File: config.mk
export PLATFORM = sky130hd
export DESIGN_NAME = msk_round_sequencer
export DESIGN_NICKNAME = d
export VERILOG_FILES = /design/src/rtl/msk_round_sequencer.sv
export SDC_FILE = /design/constraint.sdc
export NUM_CORES = 1
export LEC_CHECK = 0
export CORE_MARGIN = 2
export CORE_UTILIZATION = 46
export DETAILED_ROUTE_END_ITERATION = 8
export GPL_ROUTABILITY_DRIVEN = 0
export HOLD_SLACK_MARGIN = 0.08
export PLACE_DENSITY = 0.82
export SLEW_MARGIN = 20
export SYNTH_ARGS = -nofsm -noshare
export SYNTH_HDL_FRONTEND = slang
export SYNTH_SLANG_ARGS = --single-unit
File: constraint.sdc
create_clock -name clk -period 3.5 [get_ports clk]
set_clock_uncertainty 0.2 [all_clocks]
set_input_delay 0.7 -clock clk [delete_from_list [all_inputs] [get_ports clk]]
set_output_delay 0.7 -clock clk [all_outputs]
set_load 0.02 [all_outputs]
File: src/rtl/msk_round_sequencer.sv
// Round/stage/glitch-window strobe sequencer for masked round-based ciphers; MSK_SEQ_CLEAR_EN adds a one-cycle CLEAR state.
// Latency: done NROUNDS*CYC_PER_ROUND cycles after start, plus one cycle per stall; all strobes are Mealy.
// Backpressure: rnd_valid low on a stage cycle holds both counters; cycle 0 and the round-boundary cycle never stall.
module msk_round_sequencer #(
    parameter int D             = 2,
    parameter int NROUNDS       = 40,
    parameter int CYC_PER_ROUND = 6,
    parameter int GLITCH_CYC    = 4,
    localparam int RW   = ($clog2(NROUNDS) < 1) ? 1 : $clog2(NROUNDS),
    localparam int CW   = ($clog2(CYC_PER_ROUND) < 1) ? 1 : $clog2(CYC_PER_ROUND),
    localparam int NSTG = CYC_PER_ROUND - 2
) (
    input  logic            clk,
    input  logic            reset,
    input  logic            start,
    input  logic            abort,
    input  logic            rnd_valid,
    output logic            rnd_ready,
    output logic            load,
    output logic            round_start,
    output logic [NSTG-1:0] stage_en,
    output logic            glitch_en,
    output logic            last_round,
    output logic [RW-1:0]   round_idx,
    output logic            busy,
    output logic            done,
    output logic            aborted,
    output logic            clear
);

    if (D < 1) begin : g_bad_d
        $error("msk_round_sequencer: D must be >= 1");
    end
    if (NROUNDS < 1) begin : g_bad_nrounds
        $error("msk_round_sequencer: NROUNDS must be >= 1");
    end
    if (CYC_PER_ROUND < 3) begin : g_bad_cpr
        $error("msk_round_sequencer: CYC_PER_ROUND must be >= 3");
    end
    if (GLITCH_CYC < 1 || GLITCH_CYC > CYC_PER_ROUND - 2) begin : g_bad_glitch
        $error("msk_round_sequencer: GLITCH_CYC out of range");
    end

    localparam logic [RW-1:0] RND_LAST = RW'(NROUNDS - 1);
    localparam logic [CW-1:0] CYC_LAST = CW'(CYC_PER_ROUND - 1);
    localparam logic [CW-1:0] CYC_GLT  = CW'(GLITCH_CYC);

`ifdef MSK_SEQ_CLEAR_EN
    typedef enum logic [1:0] {IDLE = 2'd0, RUN = 2'd1, CLEAR = 2'd2} state_e;
    localparam state_e ST_AFTER = CLEAR;
`else
    typedef enum logic {IDLE = 1'b0, RUN = 1'b1} state_e;
    localparam state_e ST_AFTER = IDLE;
`endif

    state_e          state_q, state_d;
    logic [RW-1:0]   round_cnt_q, round_cnt_d;
    logic [CW-1:0]   cyc_cnt_q, cyc_cnt_d;
    logic            stage_act;

    always_ff @(posedge clk) begin
        if (reset) begin
            state_q     <= IDLE;
            round_cnt_q <= '0;
            cyc_cnt_q   <= '0;
        end else begin
            state_q     <= state_d;
            round_cnt_q <= round_cnt_d;
            cyc_cnt_q   <= cyc_cnt_d;
        end
    end

    always_comb begin
        state_d     = state_q;
        round_cnt_d = round_cnt_q;
        cyc_cnt_d   = cyc_cnt_q;
        stage_act   = 1'b0;
        rnd_ready   = 1'b0;
        load        = 1'b0;
        round_start = 1'b0;
        glitch_en   = 1'b0;
        last_round  = 1'b0;
        busy        = 1'b0;
        done        = 1'b0;
        aborted     = 1'b0;
        clear       = 1'b0;
        round_idx   = round_cnt_q;

        case (state_q)
            IDLE: begin
                if (start) begin
                    load        = 1'b1;
                    round_start = 1'b1;
                    round_cnt_d = '0;
                    cyc_cnt_d   = '0;
                    state_d     = RUN;
                end
            end
            RUN: begin
                busy = 1'b1;
                if (abort) begin
                    // abort outranks everything, including the final-cycle done
                    aborted     = 1'b1;
                    round_cnt_d = '0;
                    cyc_cnt_d   = '0;
                    state_d     = ST_AFTER;
                end else begin
                    last_round = (round_cnt_q == RND_LAST);
                    if (cyc_cnt_q == '0) begin
                        cyc_cnt_d = cyc_cnt_q + CW'(1);
                    end else if (cyc_cnt_q == CYC_LAST) begin
                        round_start = 1'b1;
                        cyc_cnt_d   = '0;
                        if (round_cnt_q == RND_LAST) begin
                            done        = 1'b1;
                            load        = 1'b1;
                            round_cnt_d = '0;
                            state_d     = ST_AFTER;
                        end else begin
                            round_cnt_d = round_cnt_q + RW'(1);
                        end
                    end else if (rnd_valid) begin
                        stage_act = 1'b1;
                        rnd_ready = 1'b1;
                        glitch_en = (cyc_cnt_q == CYC_GLT);
                        cyc_cnt_d = cyc_cnt_q + CW'(1);
                    end
                end
            end
`ifdef MSK_SEQ_CLEAR_EN
            CLEAR: begin
                busy    = 1'b1;
                clear   = 1'b1;
                state_d = IDLE;
            end
`endif
            default: begin
                state_d = IDLE;
            end
        endcase
    end

    // stage k is enabled on cycle k+1 of the round
    always_comb begin
        for (int i = 0; i < NSTG; i++) begin
            stage_en[i] = stage_act && (cyc_cnt_q == CW'(i + 1));
        end
    end

    a_stage_onehot: assert property (@(posedge clk) disable iff (reset) $onehot0(stage_en));
    a_done_xor_abort: assert property (@(posedge clk) disable iff (reset) !(done && aborted));
    a_cyc_range: assert property (@(posedge clk) disable iff (reset) cyc_cnt_q <= CYC_LAST);
    a_rnd_range: assert property (@(posedge clk) disable iff (reset) round_cnt_q <= RND_LAST);

endmodule

# == Yosys cells after proc, flatten, opt, wreduce, memory -nomap -nowiden ==
# Index checks and enable logic that the tools add are counted.
# classes
add_sub_neg,2
mul,0
div,0
order_cmp,0
eq_ne,10
shift,0
muxes,43
bitwise_logic,1
reduce_logical,7
# ops
operator,n
$mux 6,5
$mux 1,28
$mux 3,5
$pmux 6 s2,1
$add 6x1->6 const B,1
$eq 3x2->1 const B,2
$eq 3x3->1 const B,2
$eq 6x6->1 const B,1
$pmux 1 s2,3
$pmux 3 s2,1
$ne 5x3->1 const B,1
$logic_and 1x1->1,4
$add 3x1->3 const B,1
$eq 3x1->1 const B,1
$logic_not 3->1,1
$ne 3x2->1 const B,1
$ne 3x3->1 const B,1
$reduce_and 3->1,1
$ne 2x2->1 const B,1
$reduce_and 2->1,1
$not 1->1,1
# totals
regBits,10
latch_bits,0
ram_bits,0
romBits,0
in_bits,5
output_inout_bits,19
wordCells,66
mem_count,0

# == Longest topological paths before layout ==
# Gate-level depths: netlist (run 1).
# logic_depth
word_depth,6
ltp_mapped,6
depth_no_buf,5

# == Worst setup path before layout (run 1) ==
# Ideal clock, no wire load.
# synth_timing
kind,input port to output port
startpoint,input port abort
endpoint,output port stage_en[1]
arrival_time_ns,1.900
required_time_ns,2.600
slack_ns,0.700
stages,4
n_path_buf,1
cell_sequence,nor2b_1 buf_2 nand2_1 nor4b_1
# synth_via
elab_chain_len,3
# synth_lines
element,line_no,source
"start, declared",16,"input logic abort,"
$mux 1,101,if (abort) begin
$mux 1,89,case (state_q)
$logic_and 1x1->1,146,stage_en[i] = stage_act && (cyc_cnt_q == CW'(i + 1));
"end, declared",21,"output logic [NSTG-1:0] stage_en,"
# Every way passes these cells.

# == Worst setup path in the final report (run 1) ==
# Ends and elaborated chain as after synthesis.

==> impl_metrics.ini, run 1 <==
[sta]
min_period_ns = 3.30
hold_viol = 0
setup_violations = 0
fin_tns_setup_ns = 0
finalCritPeriodShare_pct = 94.3
max_freq_ghz = 0.303
slew_violations = 0
fin_ws_ns = 0.200
rsz0062_at_grt = false

[logic_synthesis]
syn_nets = 95
yosys_warnings = 0
yosys-top-cells-area = dfxtp_1 (30%), nor2_1 (5.1%), a21oi_1 (4.5%), nand2_1 (4.5%), ha_1 (3.8%)
netlist_area_um2 = 667
syn_area_per_cell_um2 = 7.58
synthCells = 88
synth_top_area_share_pct = 30.0
yosysSeqAreaShare_pct = 30.0
synth_cell_types = 34
synth_top_area_cell = dfxtp_1
synth_seq_cells = 10

[placement]
dp_slack_ns = 0.230
postPlaceCellArea_um2 = 875
io_buffer_count = 22
dp_cells = 121
place_hpwl_mm = 1.21

[worst_setup_path]
ff2ff_setup_slack_ns = 1.40
worstRegToRegCells = 5
cp_slowest_cell = clkdlybuf4s50_1
cpPeakStageDelay_ns = 0.65
cp_common_cell = clkdlybuf4s50_1
cp_cell_sequence = clkdlybuf4s50_1 -> nor2b_1 -> nand2_1 -> nor4b_1 -> clkdlybuf4s50_1
start_kind = primary input
rr_endpoint = cyc_cnt_q[2]
crit_fanout = 5
reg2reg_from = cyc_cnt_q[0]
worstPathArrival_ns = 2.40
crit_type = primary input to output port
end_kind = output port
cp_num_cells = 5
path_delay_family = buffers and inverters
required_ns = 2.60
crit_buf_inv = 2

[detailed_routing]
drt_iter0_drc = 16
wirelength_mm = 1.60
vias_per_cell = 5.84
avgRoutedWirePerCell_um = 12.9
drc = 0
drtPass1Iterations = 4
final_antenna_net_count = 0
routed-via-count = 724

[layout]
final_layout_size_suffix_gt1_share_pct = 4.59
ff_latch_area_um2 = 200
syn2layout_area_growth_pct = 34.5
fin_nets = 118
stdcell_area_um2 = 897
fillCellCount = 124
fin_util_pct = 67.3
antenna_cells = 0
instances_no_fill = 124
multi_input_area_um2 = 417

[floorplan]
die_h_um = 42.1
rows = 13
die_x_um = 42.1
boundaryPins = 24
coreArea_um2 = 1330
initial_core_util_pct = 50.0
die_area_um2 = 1770

[clock_network]
cts_hold_buf = 0
clock-root-buffer = clkbuf_4
ctsResizeCount = 0
post_cts_buffers = 0
htreeDepth = 1
clkSlewWorstSetupHoldPaths_ns = 0.06
clk_latency_ns = 0.26
cts_tree = built
numCtsBuffers = 3
clock-sinks = 10
clockBufferDepth = 2

[global_route]
overflow = 0
grt_pass1_vias = 621
grt_first_pass_wirelength_mm = 2.70
grt_use_total_pct = 19.7
grt_antenna_before_repair = 0
grt_max_degree = 12

[run_status]
status = complete, no violations

[pwr]
p_per_area_nw_per_um2 = 257
power.leakage_nw = 0.306
peakVddDrop_uv = 154

[worst_hold_path]
hold_path_startpoint = round_idx[1]
holdCritPathClass = flip-flop to flip-flop
worstHoldPathCells = 2
hold-path-endpoint = round_idx[1]

[job]
cap_violations = 0
cells by family after synthesis:
group | share of synthesized area [%]
other cells | 0.562
xor+xnor | 3.94
compound gates | 17.8
fa+ha+maj | 3.75
simple gates | 36.4
flops | 30.0
buf+inv | 7.50
synth_stat cells (all sizes together):
library cell	count
nor2b	1
clkbuf	1
o211a	1
a211oi	1
or3	2
nand2b	3
xor2	2
o211ai	1
nor4	2
or4	3
inv	3
conb	1
nand4	3
o2111ai	1
and3b	1
xnor2	1
a21oi	6
nand3	3
a31oi	1
nor2	9
ha	2
o31ai	2
o21ai	5
or2	1
dfxtp	10
nor4b	1
nor3	3
buf	4
o32ai	1
and2	3
nand2	8
nand3b	2
per-stage QoR:
step	power (W)	hold WS [ns]
CTS	0.000233	0.299
floorplan	0.000144	0.357
detailed placement	0.000159	0.290
global route	0.000241	0.326
global placement	0.000158	0.275
finish	0.000230	0.302
worst register-to-register path, stage by stage, from the launching register on:
cell and delay (ns):
dfxtp_1 0.53, and2_1 0.19, ha_1 0.22, or4_1 0.50, or3_1 0.31, o31ai_1 0.07
layer usage:
layer  GRT usage, %  up-vias  share of wire [%]  wire, µm
met5              0        -                  0         0
met4           1.88        0                  0         0
met1           25.5      321                 45       727
li1               -      366                  -         -
met3           8.19        0                7.2       115
met2           31.9       37                 47       759
sequential cells by signal (all words and copies together) (netlist names):
signal / count
state_q: 1
round_idx: 6
cyc_cnt_q: 3
how the worst max path moves through the flow:
stage           from           to  slack, ns
6_report       abort  stage_en[1]       0.20
5_1_grt        abort  stage_en[1]       0.01
4_1_cts        abort         load       0.20
3_5_place_dp   abort  stage_en[1]       0.23
3_3_place_gp   abort  stage_en[1]       0.27
2_1_floorplan  abort  stage_en[1]       0.70
placed cells by master, fill, tap and decap left out:
cell,instances
clkdlybuf4s50_1,22
dfxtp_1,10
nor2_1,9
nand2_1,8
a21oi_1,6
o21ai_0,5
inv_1,3
nand2b_1,3
nor3_1,3
and2_1,3
nand4_1,3
nand3_1,3
or4_1,3
clkbuf_4,3
xor2_1,2
nand3b_1,2
nor4_1,2
o31ai_1,2
or3_1,2
ha_1,2
nor2b_1,1
nor4b_1,1
and3b_1,1
or2_2,1
o211ai_1,1
a211oi_1,1
xnor2_1,1
o211a_1,1
o32ai_1,1
o2111ai_1,1
a31oi_1,1
conb_1,1
buf_4,1
where the power goes:
| part | internal, W | switching [W] | total (W) | leakage, nW |
|---|---|---|---|---|
| registers | 0.000116 | 0.00000295 | 0.000119 | 0.0809 |
| clock network | 0.0000394 | 0.0000342 | 0.0000736 | 0.0138 |
| logic | 0.0000164 | 0.0000217 | 0.0000382 | 0.212 |
| total | 0.000171 | 0.0000588 | 0.000230 | 0.306 |
layout make-up:
class                      count  area share [%]
multi-input combinational     70            46.4
clock buffer                   3            2.51
sequential                    10            22.3
timing repair buffer          23            25.4
tap                           15            2.09
inverter                       3            1.26
Power figures use the tool's default switching activity.
==> run 2: changes to the inputs <==
- CORE_UTILIZATION: 46 -> 38
- GPL_ROUTABILITY_DRIVEN: 0 -> not set
- PLACE_DENSITY: 0.82 -> 0.72
- clock period: 3.5 -> 2.9 ns (I/O delays scaled with it)
==> run 2 against run 1 <==
Power grew 39%. Critical path depth is the same. Sequential share of layout area shrank 1.0 points. First-iteration DRC count is the same. Final cell count grew 5.6%. Combinational power grew 31%. Flip-flop and latch count is the same. Largest cell class unchanged. Worst setup slack lost 0.11 ns. Non-clock buffer count grew 4. Via count grew 0.69%.
==> impl_metrics.ini, run 2 (synthesized netlist as in run 1, its figures left out) <==
[run_status]
status = complete, no violations

[layout]
final_cell_mix = clkdlybuf4s50_1 (13), dfxtp_1 (10), nor2_1 (9)
fillCellCount = 156
instances_no_fill = 131
stdcell_area_um2 = 940
final_layout_size_suffix_gt1_share_pct = 8.77
fin_nets = 122
final_common_cell = clkdlybuf4s50_1
syn2layout_area_growth_pct = 40.9
fin_util_pct = 55.6
antenna_cells = 0
largest_register_ffs = 6

[pwr]
p_sw_share_pct = 25.5
power_frac_seq_pct = 44.7
p_int_w = 0.000238
power.leakage_nw = 0.393
switching_power_w = 0.0000815
peakVddDrop_uv = 236
p_per_area_nw_per_um2 = 340
power.share.clock_pct = 39.5
combPwrFrac_pct = 15.7

[job]
cap_violations = 0

[sta]
worstMarginPinSlew_ns = 0.507
min_period_ns = 2.81
finalCritPeriodShare_pct = 97.0
max_freq_ghz = 0.356
rsz0062_at_grt = false
hold_viol = 0
fin_tns_setup_ns = 0
slew_headroom_pct = 65.9
setup_violations = 0
slew_violations = 0

[worst_setup_path]
end_kind = output port
cp_common_cell = clkdlybuf4s50_1
required_ns = 2.12
cp_slowest_cell = clkdlybuf4s50_1
crit_type = primary input to output port
cp_cell_sequence = clkdlybuf4s50_1 -> buf_4 -> nand2b_1 -> nor2_1 -> clkdlybuf4s50_1
worstPathArrival_ns = 2.03
cpPeakStageDelay_ns = 0.62
crit_fanout = 3
start_kind = primary input

[floorplan]
coreArea_um2 = 1690
die_h_um = 45.9
boundaryPins = 24
initial_core_util_pct = 39.5
die_area_um2 = 2110
die_x_um = 45.9
rows = 15

[clock_network]
htreeDepth = 1
clock-root-buffer = clkbuf_4
clockBufferDepth = 2
numCtsBuffers = 3
clk_latency_ns = 0.27
clock-sinks = 10
clkSlewWorstSetupHoldPaths_ns = 0.06
post_cts_buffers = 0
cts_tree = built

[placement]
place_hpwl_mm = 1.29
gp_congestion = 0.824
io_buffer_count = 22
dp_cells = 127
postPlaceCellArea_um2 = 907

[detailed_routing]
drt_iter0_drc = 16
avgRoutedWirePerCell_um = 13.4
drc = 0
final_antenna_net_count = 0
routed-via-count = 729
vias_per_cell = 5.56
drtPass1Iterations = 5
wirelength_mm = 1.76

[global_route]
grt_pass1_vias = 591
grt_antenna_before_repair = 0
grt_first_pass_wirelength_mm = 2.76
overflow = 0
grt_max_degree = 12
grt_use_total_pct = 18.7

[worst_hold_path]
holdCritPathClass = flip-flop to flip-flop
==> run 2: cell count changes in the layout (fill, tap and decap cells not counted), sizes merged <==
| cell | delta |
|---|---|
| dlymetal6s2s | +2 |
| clkdlybuf4s50 | -9 |
| buf | +4 |
| dlygate4sd2 | +7 |
| clkbuf | +1 |
==> run 2: final timing paths <==
| check | startpoint | end | slack (ns) | cells past startpoint |
|---|---|---|---|---|
| worst min-delay path | round_idx[1] | round_idx[1] | 0.30 | 2 |
| worst max-delay path | abort | last_round | 0.09 | 5 |
| worst min register to register | round_idx[1] | round_idx[1] | 0.30 | 2 |
| worst max register to register | cyc_cnt_q[0] | cyc_cnt_q[2] | 0.77 | 5 |
==> run 2: repair_timing <==
item,CTS,global route
setup endpoints to repair,7,2
resized for setup,7,2
hold buffers,0,0
==> run 2: metal layers <==
layer	global-route usage, %	vias up	share of wire [%]	routed length, µm
met5	0	-	0	0
met4	5.14	0	1.7	29
met3	8.33	5	4.1	72
met2	28.1	17	48	840
met1	24.2	339	46	815
li1	-	368	-	-
==> run 2: critical path: cells and delay by family <==
| family | cells | cell delay, ns |
|---|---|---|
| buffers and inverters | 3 | 1.18 |
| and+or+nand+nor | 2 | 0.28 |
==> run 2: area by class of cell <==
type	count	area, µm²	share of cell area (%)
Clock buffer	4	36.3	3.86
Sequential cell	10	200	21.3
Inverter	3	11.3	1.20
Multi-Input combinational cell	70	417	44.3
Tap cell	17	21.3	2.26
Timing Repair Buffer	27	254	27.0
==> run 2: per-stage QoR <==
stage	setup slack, ns	total power, W	hold slack (ns)
2_1_floorplan	0.340	0.000174	0.357
3_3_place_gp	-0.0912	0.000196	0.279
3_5_place_dp	-0.115	0.000196	0.287
4_1_cts	0.0285	0.000322	0.297
5_1_grt	0.0144	0.000334	0.331
6_report	0.0878	0.000319	0.298
==> run 2: power by group through the flow <==
stage | Sequential, W | Combinational, W | Clock [W]
6_report | 0.000143 | 0.0000502 | 0.000126
3_5_place_dp | 0.000146 | 0.0000505 | 0
3_3_place_gp | 0.000146 | 0.0000498 | 0
4_1_cts | 0.000143 | 0.0000499 | 0.000129
5_1_grt | 0.000143 | 0.0000545 | 0.000136
2_1_floorplan | 0.000146 | 0.0000276 | 0
==> run 3: changes to the inputs <==
- CORE_MARGIN: 2 -> not set
==> run 3 against run 2 <==
Flip-flop and latch count is the same. Final cell count is 1.5% higher. Via count up 4.1%. Power rose by 1.2%. Largest cell class unchanged.
==> impl_metrics.ini, run 3 (synthesized netlist as in run 1, its figures left out) <==
[sta]
fin_ws_ns = 0.0829
finalCritPeriodShare_pct = 97.1
setup_violations = 0
hold_viol = 0
slew_violations = 0
max_freq_ghz = 0.355
rsz0062_at_grt = false
min_period_ns = 2.82

[worst_setup_path]
cp_slowest_cell = clkdlybuf4s50_1
cpPeakStageDelay_ns = 0.62
crit_start = abort
start_kind = primary input
worstPathArrival_ns = 2.04
end_kind = output port
reg2reg_from = cyc_cnt_q[0]
crit_type = primary input to output port
cp_common_cell = clkdlybuf4s50_1
cp_cell_sequence = clkdlybuf4s50_1 -> buf_4 -> nand2b_1 -> nor2_1 -> clkdlybuf4s50_1
required_ns = 2.12
crit_fanout = 3

[floorplan]
initial_core_util_pct = 42.3
coreArea_um2 = 1580
boundaryPins = 24
die_area_um2 = 1930
die_x_um = 43.9
rows = 14
die_h_um = 43.9

[placement]
place_hpwl_mm = 1.23
dp_slack_ns = -0.140
io_buffer_count = 22
gp_congestion = 0.784

[detailed_routing]
drt_iter0_drc = 20
avgRoutedWirePerCell_um = 12.2
routed-via-count = 759
drc = 0
wirelength_mm = 1.62
drtPass1Iterations = 4
vias_per_cell = 5.71
final_antenna_net_count = 0

[clock_network]
cts_hold_buf = 0
numCtsBuffers = 3
htreeDepth = 1
clk_latency_ns = 0.28
cts_tree = built
clockBufferDepth = 2
clock-sinks = 10
clock-root-buffer = clkbuf_4
clkSlewWorstSetupHoldPaths_ns = 0.06

[worst_hold_path]
hold_path_startpoint = round_idx[1]
holdCritPathClass = flip-flop to flip-flop

[pwr]
p_per_area_nw_per_um2 = 336
power.leakage_nw = 0.408
peakVddDrop_uv = 232

[global_route]
grt_use_total_pct = 18.8
grt_pass1_vias = 611
overflow = 0
grt_antenna_before_repair = 0
grt_first_pass_wirelength_mm = 2.68
grt_max_degree = 12

[layout]
final_cell_mix = clkdlybuf4s50_1 (13), dfxtp_1 (10), nor2_1 (9)
syn2layout_area_growth_pct = 44.1
antenna_cells = 0
final_common_cell = clkdlybuf4s50_1
largest_register_ffs = 6
fin_nets = 125
fin_util_pct = 61.0
final_layout_size_suffix_gt1_share_pct = 11.1

[job]
cap_violations = 0

[run_status]
status = complete, no violations
[run 3: changes by cell type in the layout (fill, tap and decap cells not counted)]
cell,change
buf_4,+3
[run 3: through the flow]
step                      TNS (ns)  total power (W)  hold WS [ns]  cells  instance area [µm²]
after detailed placement    -0.426         0.000198         0.290    129                  928
after global routing             0         0.000338         0.321    133                  961
final                            0         0.000323         0.298    133                  961
after floorplan                  0         0.000174         0.357     88                  667
after CTS                        0         0.000324         0.299    133                  956
after global placement      -0.272         0.000198         0.279    129                  928
[run 3: power by group]
part,internal [W],switching [W]
clock,0.0000764,0.0000523
combinational,0.0000234,0.0000277
sequential,0.000139,0.00000376
total,0.000239,0.0000837
[run 3: final cells by class]
class | instances | area [µm²]
flip-flops and latches | 10 | 200
fillers | 165 | 616
multi-input cells | 70 | 417
repair buffers | 30 | 277
clock buffers | 4 | 36.3
inverters | 3 | 11.3
well taps | 16 | 20.0
[run 3: layer usage]
metal / share of wire, % / GRT usage (%)
met2: 43 / 27.8
met5: 0 / 0
met1: 49 / 26.1
met4: 1.4 / 5.45
met3: 6.0 / 6.25
[run 3: path summary, 6_finish.rpt]
| path | endpoint | slack, ns | depth (start not counted) |
|---|---|---|---|
| worst min-delay path | round_idx[1] | 0.30 | 2 |
| worst min register to register | round_idx[1] | 0.30 | 2 |
| worst max register to register | cyc_cnt_q[2] | 0.83 | 5 |
| worst max-delay path | last_round | 0.08 | 5 |
[run 3: repair_timing]
action                                 in CTS  in global routing
gates cloned                                0                  0
gates resized for setup                     7                  2
setup endpoints to repair                   7                  2
endpoints found under the hold margin       0                  0
setup buffers                               0                  0
[run 3: worst max-delay path: cells and delay by family]
kind | cells | cell delay (ns)
and+or+nand+nor | 2 | 0.29
buffers and inverters | 3 | 1.18
